===== src/rtl/booth_op_sequencer.sv =====
// booth_op_sequencer: buffers packed operand words in a FIFO, issues them one
// at a time to booth_fsm over load/m/r/done, and holds each product on a
// valid/ready result port.
//
// Ports:
//   clk, reset (async, active-low)
//   in_valid/in_ready/in_data    operand stream, in_data = {m, r}
//   load/m/r, product/done       booth_fsm handshake
//   out_valid/out_ready/out_data result stream
//   busy                         sequencer not idle
//   err/err_clr                  sticky timeout flag and its synchronous clear
//   op_count                     completed operations, wraps at 16 bits
module booth_op_sequencer #(
    parameter int DATA_WIDTH = 32,
    parameter int DEPTH      = 4,
    parameter int TIMEOUT    = 255
) (
    input  logic                      clk,
    input  logic                      reset,
    input  logic                      in_valid,
    output logic                      in_ready,
    input  logic [2*DATA_WIDTH-1:0]   in_data,
    output logic                      load,
    output logic [DATA_WIDTH-1:0]     m,
    output logic [DATA_WIDTH-1:0]     r,
    input  logic [2*DATA_WIDTH-1:0]   product,
    input  logic                      done,
    output logic                      out_valid,
    input  logic                      out_ready,
    output logic [2*DATA_WIDTH-1:0]   out_data,
    output logic                      busy,
    output logic                      err,
    input  logic                      err_clr,
    output logic [15:0]               op_count
);
    localparam int WW = 2 * DATA_WIDTH;
    localparam int PW = $clog2(DEPTH);
    localparam int CW = PW + 1;
    localparam int TW = $clog2(TIMEOUT + 1);

    typedef enum logic [1:0] {
        IDLE,
        LOAD,
        WAIT_DONE
    } state_t;

    state_t            state_q, state_d;
    logic [WW-1:0]     mem_q [DEPTH];
    logic [WW-1:0]     mem_d [DEPTH];
    logic [PW-1:0]     wr_ptr_q, wr_ptr_d;
    logic [PW-1:0]     rd_ptr_q, rd_ptr_d;
    logic [CW-1:0]     count_q, count_d;
    logic [DATA_WIDTH-1:0] m_q, m_d;
    logic [DATA_WIDTH-1:0] r_q, r_d;
    logic [TW-1:0]     tmo_q, tmo_d;
    logic              out_valid_q, out_valid_d;
    logic [WW-1:0]     out_data_q, out_data_d;
    logic              err_q, err_d;
    logic [15:0]       op_count_q, op_count_d;

    logic              push;
    logic              pop;
    logic              timeout;
    logic              tmo_hit;
    logic [WW-1:0]     head;

    assign in_ready  = (count_q != CW'(DEPTH));
    assign push      = in_valid && in_ready;
    assign head      = mem_q[rd_ptr_q];
    assign tmo_hit   = (tmo_q == TW'(TIMEOUT));

    assign load      = (state_q == LOAD);
    assign busy      = (state_q != IDLE);
    assign m         = m_q;
    assign r         = r_q;
    assign out_valid = out_valid_q;
    assign out_data  = out_data_q;
    assign err       = err_q;
    assign op_count  = op_count_q;

    // Sequencer FSM, result register, error flag and completion counter.
    always_comb begin
        state_d     = state_q;
        m_d         = m_q;
        r_d         = r_q;
        tmo_d       = tmo_q;
        out_valid_d = out_valid_q;
        out_data_d  = out_data_q;
        err_d       = err_q;
        op_count_d  = op_count_q;
        pop         = 1'b0;
        timeout     = 1'b0;

        if (out_valid_q && out_ready) begin
            out_valid_d = 1'b0;
        end

        unique case (state_q)
            IDLE: begin
                // A result still waiting for its consumer blocks issue.
                if (count_q != '0 && !out_valid_q) begin
                    pop     = 1'b1;
                    m_d     = head[WW-1:DATA_WIDTH];
                    r_d     = head[DATA_WIDTH-1:0];
                    tmo_d   = '0;
                    state_d = LOAD;
                end
            end
            LOAD: begin
                tmo_d = tmo_q + 1'b1;
                if (!done) begin
                    state_d = WAIT_DONE;
                end else if (tmo_hit) begin
                    timeout = 1'b1;
                    state_d = IDLE;
                end
            end
            WAIT_DONE: begin
                tmo_d = tmo_q + 1'b1;
                if (done) begin
                    out_data_d  = product;
                    out_valid_d = 1'b1;
                    op_count_d  = op_count_q + 16'd1;
                    state_d     = IDLE;
                end else if (tmo_hit) begin
                    timeout = 1'b1;
                    state_d = IDLE;
                end
            end
            default: state_d = IDLE;
        endcase

        // A timeout in the same cycle as a clear still leaves err set.
        if (err_clr) begin
            err_d = 1'b0;
        end
        if (timeout) begin
            err_d = 1'b1;
        end
    end

    // Operand FIFO; only the sequencer pops.
    always_comb begin
        mem_d    = mem_q;
        wr_ptr_d = wr_ptr_q;
        rd_ptr_d = rd_ptr_q;
        count_d  = count_q;
        if (push) begin
            mem_d[wr_ptr_q] = in_data;
            wr_ptr_d        = wr_ptr_q + 1'b1;
        end
        if (pop) begin
            rd_ptr_d = rd_ptr_q + 1'b1;
        end
        if (push && !pop) begin
            count_d = count_q + CW'(1);
        end else if (!push && pop) begin
            count_d = count_q - CW'(1);
        end
    end

    always_ff @(posedge clk or negedge reset) begin
        if (!reset) begin
            state_q     <= IDLE;
            for (int i = 0; i < DEPTH; i++) begin
                mem_q[i] <= '0;
            end
            wr_ptr_q    <= '0;
            rd_ptr_q    <= '0;
            count_q     <= '0;
            m_q         <= '0;
            r_q         <= '0;
            tmo_q       <= '0;
            out_valid_q <= 1'b0;
            out_data_q  <= '0;
            err_q       <= 1'b0;
            op_count_q  <= '0;
        end else begin
            state_q     <= state_d;
            mem_q       <= mem_d;
            wr_ptr_q    <= wr_ptr_d;
            rd_ptr_q    <= rd_ptr_d;
            count_q     <= count_d;
            m_q         <= m_d;
            r_q         <= r_d;
            tmo_q       <= tmo_d;
            out_valid_q <= out_valid_d;
            out_data_q  <= out_data_d;
            err_q       <= err_d;
            op_count_q  <= op_count_d;
        end
    end

endmodule


===== config.mk =====
export PLATFORM = sky130hd
export DESIGN_NAME = booth_op_sequencer
export DESIGN_NICKNAME = d
export VERILOG_FILES = /design/src/rtl/booth_op_sequencer.sv
export SDC_FILE = /design/constraint.sdc
export NUM_CORES = 1
export LEC_CHECK = 0
export ABC_AREA = 1
export CORE_ASPECT_RATIO = 0.8
export CORE_MARGIN = 10
export CORE_UTILIZATION = 50
export CTS_CLUSTER_SIZE = 24
export DETAILED_ROUTE_END_ITERATION = 8
export PLACE_DENSITY = 0.75
export RECOVER_POWER = 100
export SKIP_LAST_GASP = 1
export SLEW_MARGIN = 0
export SYNTH_ARGS = -nofsm -noshare
export SYNTH_HDL_FRONTEND = slang
export SYNTH_SLANG_ARGS = --single-unit

===== constraint.sdc =====
create_clock -name clk -period 2.86 [get_ports clk]
set_input_delay 0.429 -clock clk [delete_from_list [all_inputs] [get_ports clk]]
set_output_delay 0.429 -clock clk [all_outputs]
set_load 0.01 [all_outputs]

==> impl_metrics.ini, run 1 <==
[run_status]
status = complete, but fails checks
violations = max-capacitance violations, max-slew violations

[timing]
finalSetupViolations = 0
fin_ws_ps = 411.4
min_period_ps = 2449
tightest_slew_ps = 2048
slew_violations = 69
rsz0062_at_grt = false
max_slew_margin_pct = -36.56
clock_skew_ps = 16.88
clock.fmax_mhz = 408.4
finalHoldViolCount = 0
period_share_pct = 85.62
finalSetupTns_ps = 0

[place]
dp.cells = 2917
dp_hpwl_um = 32450
place_ws_ps = 566.0
portBuffers = 282
place.gp.congestion = 0.8273

[min_path]
holdPathEnd = out_data[25]
hold_path.startpoint = product[25]
whs_path_depth = 3
hold_path_class = input pin to flop

[clocking]
ctsResizeCount = 0
clk_latency_ps = 560
cts-buffers-inserted = 43
clkTransAtPathRegs_ps = 60
htree_levels = 2
cts_sinks = 419
clk_path_buf_depth = 3
post-cts-setup-buffers = 0
cts_tree = built
clock-root-buffer = clkbuf_16

[die]
io_pins = 283
die_area_um2 = 45350
core_area_um2 = 36890
die_w_um = 235.6
die_y_um = 192.5
fp-row-count = 63
initial_utilization_pct = 50.40

[worst_setup_path]
critPathMaxStageDelay_ps = 660
slowest_stage = dlygate4sd3_1
regToRegSetupSlack_ps = 470
rr_startpoint = wr_ptr_q[0]
crit_type = flop to output port
crit_path_end_kind = output port
crit_required_ps = 2430
rr_worst_depth = 6
path_max_fanout = 4
r2r_end = mem_q[107]
cp-start-kind = flop
crit_top_cell = inv_1
arrival_ps = 2020
worstPathCellList = inv_1 -> ha_1 -> inv_1 -> dlygate4sd3_1

[global_routing]
grt_pass1_vias = 15787
grt_pass1_wl_um = 85220
grt_max_degree = 193
antenna_found_initial = 3
overflow = 0
track_usage_pct = 22.71

[drt]
drt_pass1_iterations = 5
via_per_inst = 5.293
first_iter_violations = 1396
vias = 15853
ant_nets = 0
finalWirelength_um = 51640
detail_route.wl_per_cell_um = 17.24
drc_errors = 0

[layout]
layout-drive-gt1-share_pct = 5.309
final_cell_count_no_fill = 2995
syn_to_final_growth_pct = 23.92
nets = 2622
fin_util_pct = 62.46

[job]
maxCapViolCount = 1

[synth]
post_synth_xor_area_fraction_pct = 0.6124
synth_simple_gate_area_share_pct = 20.76
yosysSeqAreaShare_pct = 56.39
synth_top_family_by_area = simple AND/OR/NAND/NOR gates
yosys_register_bits = 419
synth_warnings = 0
syn-num-nets = 2402
synth_cell_types = 31
syn_inst = 2256
synthMuxAreaShare_pct = 0.06057
syn_avg_cell_area_um2 = 8.242
synth_fa_ha_area_share_pct = 0.8479
synth_compound_area_share_pct = 14.03
synth_area_um2 = 18590

[power_and_ir_drop]
leakagePower_nw = 11.26
ir_worst_vdd_uv = 738.4
cellPowerDensity_nw_per_um2 = 1136
==> cell usage in the layout, fill, tap and decap left out, types with 9 or more instances in the layout <==
| cell type | count |
|---|---|
| a21oi_1 | 65 |
| buf_12 | 12 |
| buf_4 | 11 |
| clkbuf_1 | 15 |
| clkbuf_16 | 43 |
| clkdlybuf4s50_1 | 132 |
| dfrtp_1 | 417 |
| dlygate4sd3_1 | 150 |
| ha_1 | 11 |
| inv_1 | 167 |
| nand2_1 | 843 |
| nand3_1 | 22 |
| nand4_1 | 17 |
| nor2_1 | 59 |
| nor2_2 | 27 |
| o21ai_0 | 402 |
| o21ai_1 | 53 |
| xor2_1 | 9 |
==> per-layer routing <==
| metal | global-route usage [%] | share of wire (%) | vias up |
|---|---|---|---|
| li1 | - | - | 7568 |
| met1 | 29.38 | 42 | 7633 |
| met2 | 37.37 | 48 | 562 |
| met3 | 5.520 | 7.8 | 90 |
| met4 | 6.916 | 2.5 | 0 |
| met5 | 0 | 0 | - |
==> through the flow <==
step | hold WS [ps] | power, mW | area [µm²]
after detailed placement | 463.7 | 21.17 | 21750
after global placement | 460.7 | 20.75 | 21750
after floorplan | 133.4 | 16.61 | 18590
after global routing | 411.1 | 28.31 | 23040
final | 405.6 | 26.18 | 23040
after CTS | 391.1 | 26.78 | 23100
==> worst max-delay path by stage <==
| stage | from | endpoint | cells past startpoint |
|---|---|---|---|
| 6_report | state_q[0] | busy | 4 |
| 5_1_grt | reset | out_data[28] | 3 |
| 4_1_cts | state_q[0] | busy | 4 |
| 3_5_place_dp | in_valid | count_q[2] | 9 |
| 3_3_place_gp | in_valid | count_q[2] | 9 |
| 2_1_floorplan | state_q[0] | count_q[2] | 11 |
==> state kept, by name, summed over array words and instances (netlist names), 2 cells and up <==
signal	cells
mem_q	256
out_data	64
m	32
r	32
op_count	16
tmo_q	8
count_q	3
rd_ptr_q	2
state_q	2
wr_ptr_q	2
==> cell usage after synthesis <==
cell type / instances / area (µm²)
nand2_2: 1 / 6.260
nor3b_1: 2 / 15.01
clkbuf_2: 1 / 5.000
buf_4: 5 / 37.54
nand2_1: 842 / 3161
inv_2: 3 / 11.26
nor2_2: 30 / 187.7
nand3b_1: 1 / 7.510
xnor2_1: 4 / 35.03
nor3_1: 1 / 5.000
nand3_1: 23 / 115.1
xor2_1: 9 / 78.83
nand2_4: 1 / 11.26
ha_1: 11 / 137.6
or2_2: 2 / 12.51
clkbuf_1: 49 / 183.9
o22ai_1: 1 / 6.260
o21ai_0: 402 / 2012
buf_6: 9 / 101.4
fa_1: 1 / 20.02
inv_1: 167 / 626.9
mux2_2: 1 / 11.26
a21oi_1: 65 / 325.3
o21ai_1: 53 / 265.3
dfrtp_1: 419 / 10490
buf_2: 76 / 380.4
nor2_4: 2 / 22.52
inv_4: 1 / 6.260
nand4_1: 17 / 106.4
buf_1: 1 / 3.750
nor2_1: 56 / 210.2
==> kinds of logic after synthesis <==
group	after synthesis
AO/OA/AOI/OAI	521
buffers and inverters	312
flip-flops	419
multiplexers	1
AND/OR/NAND/NOR	978
XOR/XNOR	13
adder cells (fa/ha/maj)	12
==> area by class of cell <==
cell class | count | area, µm²
fill | 3152 | 13850
sequential | 419 | 10490
multi-input combinational | 1525 | 6749
timing repair buffer | 316 | 3199
clock buffer | 62 | 1217
inverter | 171 | 644.4
tap | 487 | 609.3
clock inverter | 12 | 121.4
antenna | 3 | 7.507
==> where the power goes <==
group	internal (mW)	total [mW]	switching [mW]	leakage [nW]
Clock	3.13	5.44	2.31	0.664
Sequential	8.70	10.1	1.36	5.25
Combinational	3.95	10.7	6.72	5.35
Total	15.8	26.2	10.4	11.3
==> repair_timing <==
item,in CTS,in global routing
setup endpoints to repair,0,0
hold buffers,1,0
endpoints found under the hold margin,66,0
==> worst max-delay path, delay by kind of cell (launching register included) <==
| family | cells | cell delay [ps] |
|---|---|---|
| fa+ha+maj | 1 | 250 |
| buf+inv | 3 | 820 |
| flops | 1 | 400 |
(Power assumes the default switching activity.)
==> run 2: changes to the inputs <==
PLACE_DENSITY = 0.79   (was 0.75)
SETUP_SLACK_MARGIN = 0.4   (was default)
==> run 2 against run 1 <==
Compared with the run above: the run now ends clean; via count grew 1.7%; clock power up 1%; flip-flop and latch count is the same; final cell count about the same; power rose by 0.93%; routed wire length rose by 3.3%; worst setup slack better by 55 ps; sequential power about the same; critical path depth grew 4; critical path type is now flop to flop; largest power group unchanged; highest routed layer is now met5.
==> impl_metrics.ini, run 2 (synthesis gave the netlist of run 1 again) <==
[run_status]
status = completed

[min_path]
holdPathEnd = out_data[41]
hold_path.startpoint = product[41]
hold_path_class = input pin to flop
whs_path_depth = 3

[global_routing]
grtUsageMet2_pct = 37.38
antenna_found_initial = 3
busiest_layer = met2
grt_pass1_vias = 16055
grt_pass1_wl_um = 85710
track_usage_pct = 22.96
overflow = 0
grt_max_degree = 193
grtUsageMet3_pct = 6.018
grt_use_met1_pct = 29.34

[drt]
vias = 16123
ant_nets = 0
detail_route.wl_per_cell_um = 17.82
via_per_inst = 5.387
drc_errors = 0
drt_pass1_iterations = 6
finalWirelength_um = 53340
first_iter_violations = 1409

[die]
fp-row-count = 63
initial_utilization_pct = 50.40
io_pins = 283
die_area_um2 = 45350
core_area_um2 = 36890
die_w_um = 235.6
die_y_um = 192.5

[clocking]
clock-root-buffer = clkbuf_16
htree_levels = 2
cts_tree = built
clk_path_buf_depth = 3
clkTransAtPathRegs_ps = 60
cts-buffers-inserted = 43
clk_latency_ps = 550
cts_sinks = 419

[layout]
fin_area_um2 = 23080
final_cell_mix = nand2_1 (843), dfrtp_1 (417), o21ai_0 (402)
layout-drive-gt1-share_pct = 5.471
syn_to_final_growth_pct = 24.11
regMostFlops = mem_q
final_common_cell = nand2_1
largest_register_ff_count = 256
nets = 2622

[timing]
min_period_ps = 2394
max_slew_margin_pct = 13.59
rsz0062_at_grt = false
finalSetupTns_ps = 0
clock.fmax_mhz = 417.8
tightest_slew_ps = 1296
slew_violations = 0
finalSetupViolations = 0
period_share_pct = 83.69
clock_skew_ps = 16.60
finalHoldViolCount = 0

[worst_setup_path]
crit_path_end_kind = flop
cp-start-kind = flop
rr_startpoint = count_q[0]
crit_required_ps = 3290
rr_worst_depth = 8
r2r_end = mem_q[65]
regToRegSetupSlack_ps = 470
crit_type = flop to flop
path_max_fanout = 72
arrival_ps = 2830

[power_and_ir_drop]
clock_power_share_pct = 20.8
seqPwrFrac_pct = 38.4
cellPowerDensity_nw_per_um2 = 1145
switching_share_pct = 39.71
p_sw_mw = 10.49
power.internal_mw = 15.93
total_power_mw = 26.42
ir_worst_vdd_uv = 860.6
pwr-share-comb_pct = 40.8
leakagePower_nw = 11.28

[place]
placed_cell_area_um2 = 21750
place.gp.congestion = 0.8401
portBuffers = 282
dp_hpwl_um = 33280

[job]
maxCapViolCount = 0
run 2: cell count changes in the layout (fill, tap and decap cells not counted), sizes merged:
| cell | delta |
|---|---|
| bufinv | -1 |
| clkbuf | +2 |
| inv | -3 |
| clkinv | -2 |
| diode | -1 |
| nand3 | +1 |
| dlygate4sd3 | -1 |
| buf | +2 |
| clkinvlp | +1 |
run 2: metal layers:
metal	vias up	part of all wire, %
li1	7574	-
met1	7843	42
met2	599	47
met3	105	8.1
met4	2	3.0
met5	-	0.022
run 2: final cells by class:
class / count / area (µm²)
Fill cell: 3076 / 13810
Sequential cell: 419 / 10490
Multi-Input combinational cell: 1526 / 6761
Timing Repair Buffer: 315 / 3192
Clock buffer: 66 / 1305
Inverter: 171 / 644.4
Tap cell: 487 / 609.3
Clock inverter: 7 / 66.31
Antenna cell: 2 / 5.005
run 2: critical path, cell delays in order (launching register included):
cell	delay (ps)
dfrtp_1	420
nor2_1	170
nand2_2	70
nand2_1	300
clkbuf_4	760
nor2_4	30
buf_4	300
nand2_1	140
nand2_1	60
run 2: power by group through the flow:
stage	Clock, mW	Sequential [mW]	Combinational (mW)
finish	5.51	10.1	10.8
CTS	5.61	10.2	11.1
detailed placement	0	10.2	11.0
global route	5.88	10.5	12.1
floorplan	0	10.2	6.37
global placement	0	10.1	10.7
run 2: timing repair:
action	4_1_cts	5_1_grt
endpoints found under the hold margin	76	0
endpoints found under the setup margin	0	3
setup buffers	0	1
gates resized for setup	0	1
hold buffers	1	0
run 2: worst max path at each step:
stage / from / endpoint / slack [ps] / cells after the start
floorplan: state_q[0] / count_q[2] / 660 / 11
global placement: in_valid / count_q[2] / 500 / 9
detailed placement: in_valid / mem_q[82] / 550 / 7
CTS: state_q[1] / busy / 440 / 4
global route: count_q[0] / mem_q[97] / 300 / 8
finish: count_q[0] / mem_q[65] / 470 / 8
run 2: through the flow:
stage | util [%] | setup WS, ps | hold WS [ps] | instances
6_report | 62.55 | 466.3 | 419.6 | 2993
5_1_grt | 62.55 | 298.7 | 419.6 | 2993
4_1_cts | 62.69 | 437.8 | 394.1 | 2989
3_5_place_dp | 58.95 | 548.8 | 463.6 | 2915
3_3_place_gp | 58.95 | 496.2 | 461.2 | 2915
2_1_floorplan | - | 656.4 | 133.4 | 2256
==> run 3: changes to the inputs <==
clock period = 2.4 ns   (was 2.86 ns; I/O delays follow)
==> run 3 against run 2 <==
Compared with the run above: core utilization grew 0.27 points; critical endpoint is now count_q[1]; combinational power grew 19%; die area did not move.
==> impl_metrics.ini, run 3 (synthesis gave the netlist of run 1 again) <==
[layout]
fill_cells = 3118
final_common_cell = nand2_1
final_cell_mix = nand2_1 (844), dfrtp_1 (414), o21ai_0 (408)
final_cell_count_no_fill = 3002
multi_input_area_um2 = 6749
largest_register_ff_count = 256
diodes = 0
register_area_um2 = 10490
regMostFlops = mem_q
layout-drive-gt1-share_pct = 5.845
nets = 2630
syn_to_final_growth_pct = 24.66

[timing]
tightest_slew_ps = 1206
slew_violations = 0
finalHoldViolCount = 0
max_slew_margin_pct = 19.57
clock_skew_ps = 21.04
min_period_ps = 2109
finalSetupViolations = 0
rsz0062_at_grt = true
period_share_pct = 87.86
finalSetupTns_ps = 0
clock.fmax_mhz = 474.2

[global_routing]
overflow = 0
grt_max_degree = 145
grt_pass1_vias = 16342
track_usage_pct = 22.84
antenna_found_initial = 1
grt_pass1_wl_um = 85660

[worst_setup_path]
critPathMaxStageDelay_ps = 420
path_max_fanout = 4
arrival_ps = 2540
slowest_stage = dfrtp_1
critPathTopFamily = adder cells
cp-start-kind = flop
crit_type = flop to flop
rr_startpoint = state_q[0]
worstPathCellList = inv_1 -> ha_1 -> nand3_1 -> ha_1 -> inv_2 -> fa_1 -> mux2_2
regToRegSetupSlack_ps = 290
crit_path_end = count_q[1]
worst-path-stages = 7
critPathLaunch = state_q[0]
crit_top_cell = ha_1
rr_worst_depth = 7
r2r_end = count_q[1]
crit_required_ps = 2830
crit_path_end_kind = flop
path_buf_inv = 2

[min_path]
hold_path_class = input pin to flop

[run_status]
status = completed

[die]
die_w_um = 235.6
die_y_um = 192.5
io_pins = 283
fp-row-count = 63
die_area_um2 = 45350
initial_utilization_pct = 50.40
core_area_um2 = 36890

[drt]
drt_pass1_iterations = 6
vias = 16070
ant_nets = 0
first_iter_violations = 1537
via_per_inst = 5.353
detail_route.wl_per_cell_um = 17.33
drc_errors = 0
finalWirelength_um = 52020

[place]
place.gp.congestion = 0.8415
dp.cells = 2923
portBuffers = 282
dp_hpwl_um = 33100

[power_and_ir_drop]
cellPowerDensity_nw_per_um2 = 1350
ir_worst_vdd_uv = 867.4
leakagePower_nw = 11.33

[clocking]
htree_levels = 2
clk_path_buf_depth = 3
cts_sinks = 419
clkTransAtPathRegs_ps = 60
cts-buffers-inserted = 43
clock-root-buffer = clkbuf_16
clk_latency_ps = 560
cts_tree = built

[job]
maxCapViolCount = 0
[run 3: worst reg2reg max path: stages, from the launching register on]
cell	delay, ps
dfrtp_1	420
inv_1	100
ha_1	220
nand3_1	230
ha_1	280
inv_2	70
fa_1	400
mux2_2	270
[run 3: timing repair]
item                       CTS  global route
setup buffers                1             1
hold buffers                 1             0
resized for setup            7             4
setup endpoints to repair    7            73
pin swaps                    0             1
hold endpoints to repair    65             0
[run 3: metal layers]
metal  track usage, %  vias up  wire length [µm]
li1                 -     7593                 -
met1            28.52     7813             21480
met2            39.53      571             25530
met3            4.524       91              3684
met4            7.162        2              1311
met5                0        -                13
[run 3: worst min path at each step]
stage	start	to	slack, ps	depth (start not counted)
final	product[37]	out_data[37]	350	3
after global routing	product[50]	out_data[50]	350	3
after CTS	product[57]	out_data[57]	320	3
after global placement	reset	mem_q[140]	410	1
after floorplan	reset	count_q[0]	60	0
after detailed placement	reset	mem_q[140]	410	1
[run 3: metrics by stage]
| step | util [%] | hold slack (ps) | area (µm²) | total power [mW] | setup slack (ps) |
|---|---|---|---|---|---|
| global placement | 59.46 | 405.1 | 21940 | 24.95 | 199.1 |
| global route | 62.83 | 348.7 | 23180 | 33.82 | 184.1 |
| CTS | 63.07 | 324.7 | 23270 | 32.08 | 366.1 |
| floorplan | - | 64.41 | 18620 | 19.86 | 392.3 |
| finish | 62.83 | 346.5 | 23180 | 31.29 | 291.4 |
| detailed placement | 59.46 | 409.9 | 21940 | 25.56 | 272.2 |
[run 3: area by class of cell]
type	instances	area share, %
Timing Repair Buffer	324	14.52
Tap cell	487	2.629
Multi-Input combinational cell	1525	29.12
Clock inverter	12	0.4319
Clock buffer	64	5.242
Inverter	171	2.780
Sequential cell	419	45.28
[run 3: where the power goes]
| part | switching [mW] | internal [mW] |
|---|---|---|
| Sequential | 1.63 | 10.4 |
| Clock | 2.74 | 3.62 |
| Combinational | 8.03 | 4.91 |
